## src/rtl/core_seq_pkg.sv

```systemverilog
// Shared types and defaults for the five-stage control sequencer.
package core_seq_pkg;

    typedef enum logic [3:0] {
        StBoot    = 4'd0,
        StIdle    = 4'd1,
        StFetch   = 4'd2,
        StDecode  = 4'd3,
        StExec    = 4'd4,
        StMem     = 4'd5,
        StMemWait = 4'd6,
        StWb      = 4'd7,
        StHalt    = 4'd8,
        StErr     = 4'd9
    } state_e;

    localparam int unsigned StateWidth    = 4;
    localparam int unsigned DefBootCycles = 4;
    localparam int unsigned DefMemWaitMax = 16;

    // Bits needed to hold 0..n-1, never less than one.
    function automatic int unsigned cnt_width(input int unsigned n);
        return (n > 1) ? $clog2(n) : 1;
    endfunction

endpackage

```

## src/rtl/seq_timer.sv

```systemverilog
// Loadable up-counter with a terminal-count flag (count == Term).
module seq_timer #(
    parameter int unsigned Width = 4,
    parameter int unsigned Term  = 3
) (
    input  logic             clk,
    input  logic             rst,
    input  logic             load,
    input  logic [Width-1:0] load_value,
    input  logic             inc,
    output logic             at_term
);

    logic [Width-1:0] count_q;

    always_ff @(posedge clk or posedge rst) begin
        if (rst) begin
            count_q <= '0;
        end else if (load) begin
            count_q <= load_value;
        end else if (inc) begin
            count_q <= count_q + 1'b1;
        end
    end

    assign at_term = (count_q == Width'(Term));

endmodule

```

## src/rtl/core_sequencer.sv

```systemverilog
// Multi-cycle control sequencer: one instruction at a time, one-cycle stage enable strobes,
// memory-handshake stalls with timeout, halt handling and a retired-instruction counter.
module core_sequencer
    import core_seq_pkg::*;
#(
    parameter int unsigned BOOT_CYCLES  = DefBootCycles,
    parameter int unsigned MEM_WAIT_MAX = DefMemWaitMax
) (
    input  logic        i_clk,
    input  logic        i_reset,
    input  logic        i_run,
    input  logic        i_halt,
    input  logic        i_memReq,
    input  logic        i_memReady,
    input  logic        i_PCSrc,
    output logic        o_enIF,
    output logic        o_enID,
    output logic        o_enEX,
    output logic        o_enMEM,
    output logic        o_enWB,
    output logic        o_pcWrite,
    output logic        o_pcSel,
    output logic [3:0]  o_state,
    output logic        o_halted,
    output logic        o_timeout,
    output logic [31:0] o_instrCount
);

    localparam int unsigned BootW = cnt_width(BOOT_CYCLES);
    localparam int unsigned WaitW = cnt_width(MEM_WAIT_MAX);

    state_e      state_q, state_d;
    logic        halt_pending_q, halt_pending_d;
    logic        pc_sel_q, pc_sel_d;
    logic [31:0] count_q;

    logic        boot_term, wait_term;
    logic        wait_load, wait_inc;

    logic        en_if_q, en_id_q, en_ex_q, en_mem_q, en_wb_q;
    logic        halted_q, timeout_q;

    seq_timer #(
        .Width (BootW),
        .Term  (BOOT_CYCLES - 1)
    ) u_boot_timer (
        .clk        (i_clk),
        .rst        (i_reset),
        .load       (1'b0),
        .load_value ({BootW{1'b0}}),
        .inc        (state_q == StBoot),
        .at_term    (boot_term)
    );

    seq_timer #(
        .Width (WaitW),
        .Term  (MEM_WAIT_MAX - 1)
    ) u_wait_timer (
        .clk        (i_clk),
        .rst        (i_reset),
        .load       (wait_load),
        .load_value ({WaitW{1'b0}}),
        .inc        (wait_inc),
        .at_term    (wait_term)
    );

    always_comb begin
        state_d        = state_q;
        halt_pending_d = halt_pending_q;
        pc_sel_d       = pc_sel_q;
        wait_load      = 1'b0;
        wait_inc       = 1'b0;
        case (state_q)
            StBoot: begin
                if (boot_term) begin
                    state_d = i_run ? StFetch : StIdle;
                end
            end
            StIdle: begin
                if (i_run) begin
                    state_d = StFetch;
                end
            end
            StFetch: state_d = StDecode;
            StDecode: begin
                halt_pending_d = i_halt;
                state_d        = StExec;
            end
            StExec: state_d = StMem;
            StMem: begin
                if (!i_memReq || i_memReady) begin
                    pc_sel_d = i_PCSrc;
                    state_d  = StWb;
                end else begin
                    wait_load = 1'b1;
                    state_d   = StMemWait;
                end
            end
            StMemWait: begin
                if (i_memReady) begin
                    pc_sel_d = i_PCSrc;
                    state_d  = StWb;
                end else if (wait_term) begin
                    state_d = StErr;
                end else begin
                    wait_inc = 1'b1;
                end
            end
            StWb: begin
                // A pending halt wins over a dropped run request.
                if (halt_pending_q) begin
                    state_d = StHalt;
                end else begin
                    state_d = i_run ? StFetch : StIdle;
                end
            end
            StHalt: state_d = StHalt;
            StErr:  state_d = StErr;
            default: state_d = StErr;
        endcase
    end

    // Outputs are registered alongside the state so they always reflect state_q.
    always_ff @(posedge i_clk or posedge i_reset) begin
        if (i_reset) begin
            state_q        <= StBoot;
            halt_pending_q <= 1'b0;
            pc_sel_q       <= 1'b0;
            count_q        <= 32'd0;
            en_if_q        <= 1'b0;
            en_id_q        <= 1'b0;
            en_ex_q        <= 1'b0;
            en_mem_q       <= 1'b0;
            en_wb_q        <= 1'b0;
            halted_q       <= 1'b0;
            timeout_q      <= 1'b0;
        end else begin
            state_q        <= state_d;
            halt_pending_q <= halt_pending_d;
            pc_sel_q       <= pc_sel_d;
            if (state_q == StWb) begin
                count_q <= count_q + 32'd1;
            end
            en_if_q   <= (state_d == StFetch);
            en_id_q   <= (state_d == StDecode);
            en_ex_q   <= (state_d == StExec);
            en_mem_q  <= (state_d == StMem) || (state_d == StMemWait);
            en_wb_q   <= (state_d == StWb);
            halted_q  <= (state_d == StHalt);
            timeout_q <= (state_d == StErr);
        end
    end

    assign o_enIF       = en_if_q;
    assign o_enID       = en_id_q;
    assign o_enEX       = en_ex_q;
    assign o_enMEM      = en_mem_q;
    assign o_enWB       = en_wb_q;
    assign o_pcWrite    = en_wb_q;
    assign o_pcSel      = pc_sel_q;
    assign o_state      = state_q;
    assign o_halted     = halted_q;
    assign o_timeout    = timeout_q;
    assign o_instrCount = count_q;

endmodule

```

## config.mk

```make
export PLATFORM = sky130hd
export DESIGN_NAME = core_sequencer
export DESIGN_NICKNAME = d
export VERILOG_FILES = /design/src/rtl/core_seq_pkg.sv /design/src/rtl/seq_timer.sv /design/src/rtl/core_sequencer.sv
export SDC_FILE = /design/constraint.sdc
export NUM_CORES = 1
export LEC_CHECK = 0
export BUFFER_PORTS_ARGS = -buffer_cell sky130_fd_sc_hd__buf_2
export CAP_MARGIN = 20
export CORE_ASPECT_RATIO = 0.9
export CORE_MARGIN = 5
export CORE_UTILIZATION = 30
export DETAILED_ROUTE_END_ITERATION = 8
export HOLD_SLACK_MARGIN = 0.1
export PLACE_DENSITY = 0.55
export SYNTH_ARGS = -nofsm -noshare
export SYNTH_HDL_FRONTEND = slang
export SYNTH_SLANG_ARGS = --single-unit
export TNS_END_PERCENT = 100
```

## constraint.sdc

```tcl
create_clock -name i_clk -period 1.9 [get_ports i_clk]
set_clock_uncertainty 0.2 [all_clocks]
set_input_delay 0.095 -clock i_clk [delete_from_list [all_inputs] [get_ports i_clk]]
set_output_delay 0.095 -clock i_clk [all_outputs]
set_load 0.03 [all_outputs]
```

After elaboration in Yosys (flattened, before gate mapping)
Index checks and enable logic that the tools add are counted.

operators by class
  add/sub/neg operators = 3
  multiply operators = 0
  div/mod/pow operators = 0
  order comparisons = 0
  equal/unequal tests = 20
  shift operators = 0
  mux-type cells = 18
  bitwise operators = 0
  reductions and logical operators = 7

operator list
  cell                   count
  $pmux 4 s9             1
  $add 32x1->32 const B  1
  $eq 4x3->1 const B     8
  $mux 4                 7
  $eq 4x2->1 const B     4
  $eq 4x4->1 const B     4
  $mux 1                 8
  $add 4x1->4 const B    1
  $eq 4x1->1 const B     1
  $logic_not 4->1        1
  $ne 2x2->1 const B     2
  $reduce_bool 2->1      2
  $reduce_and 3->1       1
  $add 2x1->2 const B    1
  $eq 2x2->1 const B     1
  $logic_or 1x1->1       2
  $mux 2                 1
  $pmux 1 s2             1
  $logic_not 1->1        1

word-level totals
  register bits after elaboration = 51
  latch bits = 0
  bits in writable memories = 0
  bits in read-only memories = 0
  bits of input ports = 7
  output and inout port bits = 45
  word-level logic and storage cells = 61
  memories = 0

Longest topological paths before layout
  word-level depth = 6
  depth in mapped cells = 7
  depth with buffers taken out = 6

Hierarchy
From an unflattened synthesis, not the netlist that was laid out.

unflattened totals
  cells, all modules = 229
  area, all modules = 2459.9 um2

modules (own cells, without submodules)
  module                    times used  cells each  area an instance (um2)  seq. area each (um2)
  core_sequencer            1           199         2150.8                  1126.1
  seq_timer (u_wait_timer)  1           20          206.4                   100.1
  seq_timer (u_boot_timer)  1           10          102.6                   50.0

Worst setup path after synthesis
No wires, ideal clock.

  kind = register to register
  start point = reg state_q[3], in the netlist o_state[3]
  end point = reg count_q[30], in the netlist o_instrCount[30]
  setup time = 80 ps
  arrival = 1953 ps
  data required time = 1620 ps
  slack = -333 ps
  stages on the path, launching flop included = 8
  buffers on the path = 2
  period minus slack after synthesis = 2233 ps
  cell sequence = dfrtp_1 -> buf_6 -> and4b_1 -> buf_6 -> nand3_4 -> or4_4 -> nor2_2 -> xor2_1

on the way
  word-level cells in the longest chain between the ends = 1

RTL lines
  element                 line                   source
  start, declared         core_sequencer.sv:32   state_e state_q, state_d;
  start signal, assigned  core_sequencer.sv:126  state_q <= StBoot;
  start signal, assigned  core_sequencer.sv:138  state_q <= state_d;
  $eq 4x3->1              core_sequencer.sv:141  if (state_q == StWb) begin
  end signal, assigned    core_sequencer.sv:142  count_q <= count_q + 32'd1;
  end, declared           core_sequencer.sv:35   logic [31:0] count_q;

Every way passes these cells.
A chain may end at the register's enable or synchronous reset.

Worst setup path after layout
  start point = reg state_q[3], in the netlist o_state[3]
  end point = reg count_q[26], in the netlist o_instrCount[26]

The elaborated chain is that of the path after synthesis.

==> impl_results.md <==
* GRT Util Overall at 11.6%
* Post-synth top flop: dfrtp_1
* Iter 0 DRT Violations at 101
* Clock latency on the worst-skew pair at 300 ps
* Max IR drop VDD at 262 uV
* Fmax at 0.516 GHz
* Drt first pass iters at 4
* Startpoint Class: register
* WP data arrival at 1960 ps
* Clk buf depth at 2
* DR vias/cell at 4.56
* Number of buffers created by CTS at 5
* Critical Path Sink Type: register
* Fin crit share at 102%
* Core area at 7580 um2
* Layout area overhead at 38.8%
* Seq/Total Area, Yosys at 54.2%
* Min cycle time layout at 1940 ps
* Post-route setup slack at -38.9 ps
* DRC at 0
* Total number of vias at 1835
* Clock sinks at 51
* Reg2Reg Setup Slack at -40 ps
* Global-route wire length before repair at 8.95 mm
* Row cnt at 30
* Layout cell share with drive strength beyond 1 at 43.5%
* WS Path Type: register to register
* Largest net degree at the start of global routing at 52
* Routed Antenna Nets at 0
* Worst hold margin at 98.5 ps
* Antenna diode count at 0
* Synthesized area per cell at 11.2 um2
* Count of pins over their slew limit at 0
* Post-synth top area cell: dfrtp_1
* CP Max Fanout at 4
* Post-Syn Nets at 220
* Post-Syn Area at 2350 um2
* Total power at 1800 uW
* Vias in the first global route at 1887
* Final setup TNS at -112 ps
* CTS clk-pin slew, worst paths at 90 ps
* Area of the die at 9720 um2
* Initial antenna violation count at 0
* H-tree levels at 2
* Die width at 103 um
* Top-level port count at 52
* Cells after Synth at 210
* RSZ-0062 raised after global routing: yes
* Die H at 94.0 um
* Post-synth top area share at 54.2%
* Clock Tree Root: clkbuf_8
* Slew margin rel. at 77.7%
* Worst-Margin Slew at 335 ps
* Setup Viol. Count Final at 6
* Async SR Flop Fraction at 100%
* Routed WL per cell at 13.1 um
* EDFF count, synth at 0
* Result of the run: finished with violations
* GRT overflow at 0
* P per Cell Area at 553 nW/um2
* RD Place Congestion at 0.777
* CTS tree: yes
* Yosys reg bits at 51
* Routed WL at 5.25 mm
* Worst EP required at 1920 ps
* Hold Path Class: input port to register
* Distinct cells, synth at 43
* Final hold vios at 0
* # nets final at 315
* Max cap viols at 0
* Top post-synthesis cells by area: dfrtp_1 (54%), xnor2_1 (7.8%), xor2_1 (5.2%)
* Placed wire-length estimate at 3.88 mm
* Initial Util at 31.0%
* Failing checks: setup timing
* LEAKAGE at 0.00170 uW
* PortBufs at 51
* Warnings from Yosys at 0
through the flow:
| step | setup slack [ps] | std cells | area [um2] | util [%] |
|---|---|---|---|---|
| global route | -124 | 402 | 3270 | 43.1 |
| finish | -38.9 | 402 | 3270 | 43.1 |
| global placement | -37.1 | 386 | 3020 | 39.9 |
| detailed placement | -96.5 | 386 | 3020 | 39.9 |
| CTS | -42.9 | 401 | 3200 | 42.2 |
| floorplan | -234 | 210 | 2400 | - |
worst max-delay path, cell delays in order, from the launching register on:
cell	delay (ps)
dfrtp_2	400
and4b_2	320
nand3_4	100
or4_4	570
nor2_4	110
xor2_1	160
final cells by class:
| cell class | instances | area, um2 |
|---|---|---|
| clock buffer | 8 | 100 |
| fill | 755 | 4320 |
| inverter | 5 | 18.8 |
| multi-input combinational | 148 | 1120 |
| sequential | 51 | 1280 |
| tap | 96 | 120 |
| timing repair buffer | 94 | 619 |
routing by layer:
layer  global-route usage [%]  share of wire (%)
met1                     15.9                 48
met2                     17.9                 45
met3                     2.60                4.7
met4                     4.21                1.7
met5                        0                  0
cell families after synthesis:
logic type	Yosys count	synth area share, %
muxes	5	2.34
and+or+nand+nor	88	21.1
adders and majority gates	3	1.60
AOI/OAI and AO/OA	17	5.16
xor gates and xnor gates	35	13.0
buffers and inverters	11	2.55
DFF	51	54.2
worst paths after layout:
check	endpoint	start	depth (start not counted)
setup / recovery	o_instrCount[26]$_DFFE_PP0N_	o_state[3]$_DFF_PP0_	5
hold / removal	u_wait_timer.count_q[2]$_DFFE_PP0P_	i_memReq	5
setup reg to reg	o_instrCount[26]$_DFFE_PP0N_	o_state[3]$_DFF_PP0_	5
hold reg to reg	o_instrCount[31]$_DFFE_PP0N_	o_instrCount[31]$_DFFE_PP0N_	1
max in group asynchronous	o_instrCount[4]$_DFFE_PP0N_	i_reset	4
min in group asynchronous	o_halted$_DFF_PP0_	i_reset	4
flip-flops by register name, summed over array words and instances, names as in the netlist, 2 cells and up:
| register | cells |
|---|---|
| u_boot_timer.count_q | 2 |
| o_state | 4 |
| u_wait_timer.count_q | 4 |
| o_instrCount | 32 |
where the power goes:
group	switching, uW	leakage, uW	internal (uW)
Sequential	0	0.000687	1080
Combinational	27.5	0.000963	16.9
Clock	343	0.0000515	333
Total	371	0.00170	1430
cells in the mapped netlist, types with 2 or more instances:
cell type / number
a21o_1: 2
a21oi_1: 5
and2_1: 2
and3_1: 4
and4_1: 3
buf_6: 2
clkbuf_1: 3
dfrtp_1: 51
ha_1: 3
inv_1: 5
mux2_2: 4
nand2_1: 23
nand2b_1: 2
nand3_1: 10
nand4_1: 6
nor2_1: 16
nor2_2: 3
nor3_1: 5
nor4b_1: 2
o211ai_1: 2
or3_1: 2
xnor2_1: 21
xor2_1: 14
cells in the final DEF, fill, tap and decap left out, types with 4 or more instances in the layout:
cell / n
and3_1: 4
buf_2: 51
buf_4: 35
clkbuf_8: 7
dfrtp_1: 44
dfrtp_2: 7
dlygate4sd3_1: 5
inv_1: 4
mux2_2: 4
nand2_1: 20
nand3_1: 8
nand4_1: 6
nor2_1: 15
nor2_4: 4
xnor2_1: 21
xor2_1: 14
timing repair:
| action | 4_1_cts | 5_1_grt |
|---|---|---|
| hold buffers | 5 | 0 |
| setup endpoints to repair | 10 | 25 |
| endpoints found under the hold margin | 58 | 0 |
| resized for setup | 4 | 16 |
| buffers inserted | 2 | 1 |
| pin swaps | 5 | 8 |
Power figures use the tool's default switching activity.
